## src/rtl/aer_pkg.sv

```systemverilog
// Shared definitions for the AER spike arbiter: default sizes, timestamp width
// and the handshake FSM states.
package aer_pkg;

    localparam int AER_N_NEURONS = 8;
    localparam int AER_ADDR_W    = 3;
    localparam int TS_W          = 16;

    typedef enum logic {
        IDLE = 1'b0,
        HOLD = 1'b1
    } aer_state_t;

endpackage

```

## src/rtl/rr_priority_picker.sv

```systemverilog
// Combinational round-robin picker: returns the first set request found when
// searching upward from pointer+1, wrapping at N-1 back to 0.
module rr_priority_picker
    import aer_pkg::*;
#(
    parameter int N      = AER_N_NEURONS,
    parameter int ADDR_W = AER_ADDR_W
) (
    input  logic [N-1:0]      request,
    input  logic [ADDR_W-1:0] pointer,
    output logic              grant_valid,
    output logic [ADDR_W-1:0] grant_index
);

    always_comb begin
        int idx;
        grant_valid = 1'b0;
        grant_index = '0;
        idx         = 0;
        // Walk from the farthest candidate to the nearest so the nearest set
        // request is the last one written and therefore wins.
        for (int k = N; k >= 1; k--) begin
            idx = int'(pointer) + k;
            if (idx >= N) begin
                idx = idx - N;
            end
            if (request[idx]) begin
                grant_valid = 1'b1;
                grant_index = idx[ADDR_W-1:0];
            end
        end
    end

endmodule

```

## src/rtl/aer_spike_arbiter.sv

```systemverilog
// Address-event arbiter: latches per-neuron spikes and serialises them onto a
// valid/ready event bus. Define AER_TIMESTAMP_EN to add the evt_ts output.
module aer_spike_arbiter
    import aer_pkg::*;
#(
    parameter int N_NEURONS = AER_N_NEURONS,
    parameter int ADDR_W    = AER_ADDR_W
) (
    input  logic                 clk,
    input  logic                 reset,
    input  logic                 enable,
    input  logic [N_NEURONS-1:0] spike_in,
    output logic                 evt_valid,
    input  logic                 evt_ready,
    output logic [ADDR_W-1:0]    evt_addr,
    output logic                 overflow,
`ifdef AER_TIMESTAMP_EN
    output logic [TS_W-1:0]      evt_ts,
`endif
    input  logic                 overflow_clr
);

    aer_state_t             state_reg;
    logic [N_NEURONS-1:0]   pending_reg;
    logic [N_NEURONS-1:0]   pending_next;
    logic [N_NEURONS-1:0]   grant_mask;
    logic [N_NEURONS-1:0]   drop;
    logic [ADDR_W-1:0]      addr_reg;
    logic [ADDR_W-1:0]      ptr_reg;
    logic                   valid_reg;
    logic                   overflow_reg;
    logic                   overflow_next;
    logic                   grant_valid;
    logic [ADDR_W-1:0]      grant_index;
    logic                   load;

    rr_priority_picker #(
        .N      (N_NEURONS),
        .ADDR_W (ADDR_W)
    ) u_picker (
        .request     (pending_reg),
        .pointer     (ptr_reg),
        .grant_valid (grant_valid),
        .grant_index (grant_index)
    );

    // A new event is loaded from IDLE, or in HOLD on the accepting edge.
    assign load = grant_valid && ((state_reg == IDLE) || evt_ready);

    generate
        for (genvar gi = 0; gi < N_NEURONS; gi++) begin : g_bit
            assign grant_mask[gi]   = load && (grant_index == ADDR_W'(gi));
            // A fresh spike re-arms the bit even while it is being granted.
            assign pending_next[gi] = (pending_reg[gi] && !grant_mask[gi])
                                    || (enable && spike_in[gi]);
            assign drop[gi]         = enable && spike_in[gi] && pending_reg[gi]
                                    && !grant_mask[gi];
        end
    endgenerate

    // Set takes priority over clear.
    assign overflow_next = (|drop) || (overflow_reg && !overflow_clr);

`ifdef AER_TIMESTAMP_EN
    logic [TS_W-1:0] cnt_reg;
    logic [TS_W-1:0] ts_reg;

    always_ff @(posedge clk) begin
        if (reset) begin
            cnt_reg <= '0;
            ts_reg  <= '0;
        end else begin
            cnt_reg <= cnt_reg + 1'b1;
            if (load) begin
                ts_reg <= cnt_reg;
            end
        end
    end

    assign evt_ts = ts_reg;
`endif

    always_ff @(posedge clk) begin
        if (reset) begin
            state_reg    <= IDLE;
            pending_reg  <= '0;
            addr_reg     <= '0;
            ptr_reg      <= ADDR_W'(N_NEURONS - 1);
            valid_reg    <= 1'b0;
            overflow_reg <= 1'b0;
        end else begin
            pending_reg  <= pending_next;
            overflow_reg <= overflow_next;
            case (state_reg)
                IDLE: begin
                    if (load) begin
                        addr_reg  <= grant_index;
                        ptr_reg   <= grant_index;
                        valid_reg <= 1'b1;
                        state_reg <= HOLD;
                    end
                end
                HOLD: begin
                    if (evt_ready) begin
                        if (load) begin
                            addr_reg <= grant_index;
                            ptr_reg  <= grant_index;
                        end else begin
                            valid_reg <= 1'b0;
                            state_reg <= IDLE;
                        end
                    end
                end
                default: begin
                    valid_reg <= 1'b0;
                    state_reg <= IDLE;
                end
            endcase
        end
    end

    assign evt_valid = valid_reg;
    assign evt_addr  = addr_reg;
    assign overflow  = overflow_reg;

endmodule

```

## config.mk

```make
export PLATFORM = sky130hd
export DESIGN_NAME = aer_spike_arbiter
export DESIGN_NICKNAME = d
export VERILOG_FILES = /design/src/rtl/aer_pkg.sv /design/src/rtl/rr_priority_picker.sv /design/src/rtl/aer_spike_arbiter.sv
export SDC_FILE = /design/constraint.sdc
export NUM_CORES = 1
export LEC_CHECK = 0
export ABC_AREA = 1
export CAP_MARGIN = 20
export CORE_ASPECT_RATIO = 0.7
export CORE_MARGIN = 1
export CORE_UTILIZATION = 45
export CTS_BUF_LIST = sky130_fd_sc_hd__clkbuf_8
export CTS_CLUSTER_DIAMETER = 50
export DETAILED_ROUTE_END_ITERATION = 8
export PLACE_DENSITY = 0.75
export REMOVE_ABC_BUFFERS = 1
export SETUP_SLACK_MARGIN = 0.02
export SYNTH_ARGS = -nofsm -noshare
export SYNTH_HDL_FRONTEND = slang
export SYNTH_SLANG_ARGS = --single-unit
```

## constraint.sdc

```tcl
create_clock -name clk -period 2.36 [get_ports clk]
set_input_delay 0.59 -clock clk [delete_from_list [all_inputs] [get_ports clk]]
set_output_delay 0.59 -clock clk [all_outputs]
set_load 0.02 [all_outputs]
```

* Word-level counts from Yosys, hierarchy flattened
Cells that the tools add are included.
** Word-level totals
- Bits of input ports :: 13
- Register bits after elaboration :: 17
- Output and inout port bits :: 5
** Operators by class
- Reductions and logical operators :: 64
- Muxes and demuxes :: 61
- Eq/ne operators :: 10
- Add/subtract/negate cells :: 16
- Bitwise logic cells :: 1
- $lt $le $gt $ge :: 16
** Operators with widths (number)
- 32-bit by 5-bit greater-or-equal comparator with 1-bit output, second input constant :: 8
- 32-bit by 5-bit < comparator with 1-bit output, second input constant :: 8
- 32-bit 2-to-1 mux :: 8
- 32-bit by 5-bit subtractor with 32-bit output, second input constant :: 8
- 1-bit logical AND :: 42
- 3-bit 2-to-1 mux :: 12
- 1-bit 2-to-1 mux :: 29
- 1-bit binary-select mux with 3-bit select :: 8
- 3-bit by 3-bit adder with 4-bit output, second input constant :: 4
- 3-bit == test, second input constant :: 4
- 3-bit one-hot mux with 2 select lines :: 2
- 1-bit logical OR :: 10
- 1-bit logical NOT :: 9
- 3-bit by 2-bit adder with 4-bit output, second input constant :: 2
- 8-bit OR reduction :: 1
- 3-bit by 2-bit == test with 1-bit output, second input constant :: 2
- 2-bit inequality test, second input constant :: 3
- 3-bit by 4-bit adder with 5-bit output, second input constant :: 1
- 3-bit by 1-bit adder with 4-bit output, second input constant :: 1
- 1-bit one-hot mux with 2 select lines :: 2
- 3-bit by 1-bit == test with 1-bit output, second input constant :: 1
- 3-bit logical NOT :: 1
- 3-bit AND reduction :: 1
- 1-bit inverter :: 1

* Depth between registers and ports, before layout
- Word-level depth :: 20
- Gate-level depth with buffers :: 23
- Depth with buffers taken out :: 22

* Hierarchy
A second synthesis with hierarchy kept.
** Second synthesis, totals
- Cells, all modules :: 239
- Area, all modules :: 1442.6 um^2
** Modules (own cells, without submodules)
- aer_spike_arbiter :: times used 1, cells each 116, area each 775.7 um^2
- rr_priority_picker :: times used 1, cells each 123, area each 666.9 um^2

* Least setup slack after synthesis
No wires, ideal clock.
- Path type :: reg2reg
- From :: register ptr_reg[0]
- To :: register overflow_reg (netlist: overflow)
- Setup slack :: -0.096 ns
- Setup time :: 0.132 ns
- Clock period less this slack :: 2.456 ns
- Arrival time :: 2.323 ns
- Stages on the path, launching flop included :: 23
- Cells stage by stage :: dfxtp_1 > buf_6 > inv_4 > buf_12 > ha_1 > inv_2 > nand3_1 > nand3_1 > nand2_1 > inv_2 > nand2_1 > nand2_1 > nand2_1 > nand2_1 > nand3_1 > nand2_2 > nand3_2 > inv_2 > nand2_1 > nand2_1 > nand3_1 > nor2_1 > a21oi_1
** Between the ends
- Word-level cells in the longest chain between the ends :: 20
- Elaborated cells on any way between the ends :: 107
- Those cells by class :: add/sub (16); order compare (8); eq/ne (7); mux (48); reduce/logical (28)
** RTL lines
- from (decl) :: RTL line aer_spike_arbiter.sv:29 : logic [ADDR_W-1:0] ptr_reg;
- from (signal assigned) :: RTL line aer_spike_arbiter.sv:88 : ptr_reg <= ADDR_W'(N_NEURONS - 1);
- from (signal assigned) :: RTL line aer_spike_arbiter.sv:98 : ptr_reg <= grant_index;
- from (signal assigned) :: RTL line aer_spike_arbiter.sv:107 : ptr_reg <= grant_index;
- 3-bit by 4-bit adder with 5-bit output :: RTL line rr_priority_picker.sv:23 : idx = int'(pointer) + k;
- 32-bit by 5-bit subtractor with 32-bit output / 32-bit by 5-bit greater-or-equal comparator with 1-bit output (equally long branches) :: RTL line rr_priority_picker.sv:25, rr_priority_picker.sv:24
- 32-bit 2-to-1 mux :: RTL line rr_priority_picker.sv:24 : if (idx >= N) begin
- 1-bit binary-select mux with 3-bit select :: RTL line rr_priority_picker.sv:27 : if (request[idx]) begin
- 1-bit 2-to-1 mux (not written as such) (2 in series) :: RTL line rr_priority_picker.sv:27
- 3-bit 2-to-1 mux / 1-bit 2-to-1 mux (equally long branches) (8 in series) :: RTL line rr_priority_picker.sv:27
- 3-bit by 1-bit == test with 1-bit output (tied with other cells) :: RTL line aer_spike_arbiter.sv:52 : assign grant_mask[gi] = load && (grant_index == ADDR_W'(gi));
- 1-bit logical AND :: RTL line aer_spike_arbiter.sv:52
- 1-bit logical NOT :: RTL line aer_spike_arbiter.sv:57 : && !grant_mask[gi];
- 1-bit logical AND :: RTL line aer_spike_arbiter.sv:57
- 8-bit OR reduction (*) :: RTL line aer_spike_arbiter.sv:62 : assign overflow_next = (|drop) || (overflow_reg && !overflow_clr);
- 1-bit logical OR (*) :: RTL line aer_spike_arbiter.sv:62
- to (signal assigned) :: RTL line aer_spike_arbiter.sv:93 : overflow_reg <= overflow_next;
- to (decl) :: RTL line aer_spike_arbiter.sv:31 : logic overflow_reg;
Mark *: on every way between the ends. The rest lies on a longest branch, timed or not. The select of a mux whose other input is x is not followed.
A chain may end at the register's enable or synchronous reset.

* Final worst setup path
Ends and elaborated chain as after synthesis.

==> metrics.md <==
| Metric | Value |
|---|---|
| Status | finished clean |
| Fin cells | 308 |
| Pre-Repair DR Iteration Count | 4 |
| Met3 Use GR | 6.22% |
| Area leader, netlist | dfxtp_1 |
| Critical path class | flip-flop to flip-flop |
| Fin Clk Skew | 2.28 ps |
| GR Layer Usage met2 | 34.0% |
| Critical path arrival | 2420 ps |
| Sink Count | 17 |
| Post-synthesis instance area | 1510 µm² |
| Initial antenna violation count | 0 |
| Synthesis-to-finish area growth | 40.3% |
| H-Tree Depth | 1 |
| Hold Fails Final Rpt | 0 |
| RSZ-0062 raised after global routing | true |
| WL/cell | 13.6 µm |
| Sequential share of the synthesized area | 22.5% |
| Peak Freq | 440 MHz |
| Yosys cell types | 26 |
| Max-slew violation count | 0 |
| Synth top area cells | dfxtp_1 23%, nand2_1 17%, nand3_2 11% |
| Port bufs | 17 |
| Syn Inst Count | 234 |
| Routability cong. | 0.921 |
| CTS max path bufs | 2 |
| HPWL after detailed placement | 3140 µm |
| Largest net degree at the start of global routing | 14 |
| Cts-stage hold buffer count | 0 |
| Most frequent cells in the layout | 59 x nand2_1, 21 x nand3_1, 21 x nand3_2 |
| CP Capture Type | flip-flop |
| Reg-to-Reg Start | ptr_reg[0] |
| Placeable Area | 3170 µm² |
| CTS tree | built |
| First-pass GRT wire length | 6590 µm |
| Required @ worst endpoint | 2510 ps |
| Avg Cell Area, Syn | 6.45 µm² |
| Starting Density | 47.7% |
| Die X | 71.2 µm |
| Vias in the first global route | 1386 |
| Antenna Cells | 0 |
| Via density per instance | 5.22 |
| Final Core Density | 66.8% |
| Clock Latency Late Sink | 260 ps |
| Total Nets Final | 286 |
| Setup violators final | 0 |
| Largest register FFs | 8 |
| Seq cells post-synth | 17 |
| Startpoint types | flip-flop |
| Layout cells sized above 1 | 38.5% |
| GR peak layer | met1 |
| Starting DRT DRC Count | 119 |
| Most common cell after layout, fill and taps aside | nand2_1 |
| Placed Cells incl. Taps | 298 |
| Relative slew slack | 76.8% |
| Clock root cell | clkbuf_8 |
| ANT nets after route | 0 |
| Syn. warnings | 0 |
| Die H | 50.5 µm |
| Grt total ovfl | 0 |
| Routed WL | 4190 µm |
| Crit. Startpoint | ptr_reg[0] |
| Die area | 3600 µm² |
| Vias | 1608 |
| Internal reg-to-reg setup slack | 90 ps |
| Minimum clock period | 2270 ps |
| Grt met1 use | 36.0% |
| Fin worst setup slack | 86.3 ps |
| DRC errors left | 0 |
| Min Hold Slack | 470 ps |
| Post-synth top area share | 22.5% |
| Num rows | 17 |
| Total track usage | 24.0% |
| Max-cap violations | 0 |
| CTS clock-pin slew for the worst setup and hold paths | 70 ps |
| I/O pins | 18 |
| Period Utilization, post-route | 96.3% |
| Pre-CTS setup slack | -29.8 ps |
| Hold Crit Class | flip-flop to flip-flop |
| Num CTS Buffers | 3 |
| Measured slew at the worst slew-check pin | 347 ps |
| HP Start | evt_addr[1] |
| Max FO, Critical Path | 6 |
-- routing by layer --
metal / vias to the layer above / part of all wire (%)
met4: 0 / 1.6
li1: 834 / -
met5: - / 0
met1: 711 / 47
met3: 10 / 8.8
met2: 53 / 42
-- cells by family after synthesis --
group,after synthesis,synth area share (%)
AO/OA/AOI/OAI,32,12.3
XOR/XNOR,4,2.32
adder cells (fa/ha/maj),2,1.66
buffers and inverters,35,11.3
flip-flops,17,22.5
AND/OR/NAND/NOR,144,50.0
-- worst max-delay path: stages, from the launching register on --
cell	delay, ps
dfxtp_2	360
inv_4	50
ha_4	300
buf_6	130
nand3_4	80
nand3_4	100
nand2_4	70
nand2_1	70
nand2_1	50
nand2_1	50
nand2_1	60
nand2_2	80
nand2_2	60
nand2_2	70
nand2_4	90
inv_2	70
nand2_2	70
o21ai_2	160
nand3_1	90
nor2_1	100
a21oi_1	60
-- cells in the mapped netlist --
master and number:
xnor2_1 2, nand3_2 17, a31oi_1 3, nor2_2 3, nand4_2 1, buf_12 1, o21ai_0 4, o21ai_4 1
xor2_1 2, inv_2 11, a21oi_1 18, o211ai_1 3, clkbuf_1 2, nand2_2 10, nand2_1 68, inv_4 3
dfxtp_1 17, o21bai_1 1, nor2_1 12, inv_1 15, buf_6 1, ha_1 2, o21ai_1 2, nand3_1 29
nand2_4 4, buf_4 2
-- worst paths after layout --
path,to,cells after the start
hold / removal,evt_addr[1],2
setup / recovery,overflow,20
hold reg to reg,evt_addr[1],2
setup reg to reg,overflow,20
-- through the flow --
| stage | area [µm²] | TNS (ps) |
|---|---|---|
| global route | 2120 | -161 |
| detailed placement | 1790 | -29.8 |
| global placement | 1790 | 0 |
| finish | 2120 | 0 |
| floorplan | 1460 | -95.0 |
| CTS | 1850 | 0 |
-- layout make-up --
type                    instances  area, µm²
repair buffers                 38        359
well taps                      38       47.5
flip-flops and latches         17        343
clock inverters                 1       5.00
inverters                      29        119
multi-input cells             182       1200
fillers                       273       1050
clock buffers                   3       41.3
-- timing repair --
action	4_1_cts	5_1_grt
resized for setup	4	47
buffers inserted	0	6
pin swaps	0	12
setup endpoints to repair	2	9
Power is left out: the tool's default activity adds up to more than one toggle a clock period on the data nets, which glitch-free logic cannot reach.
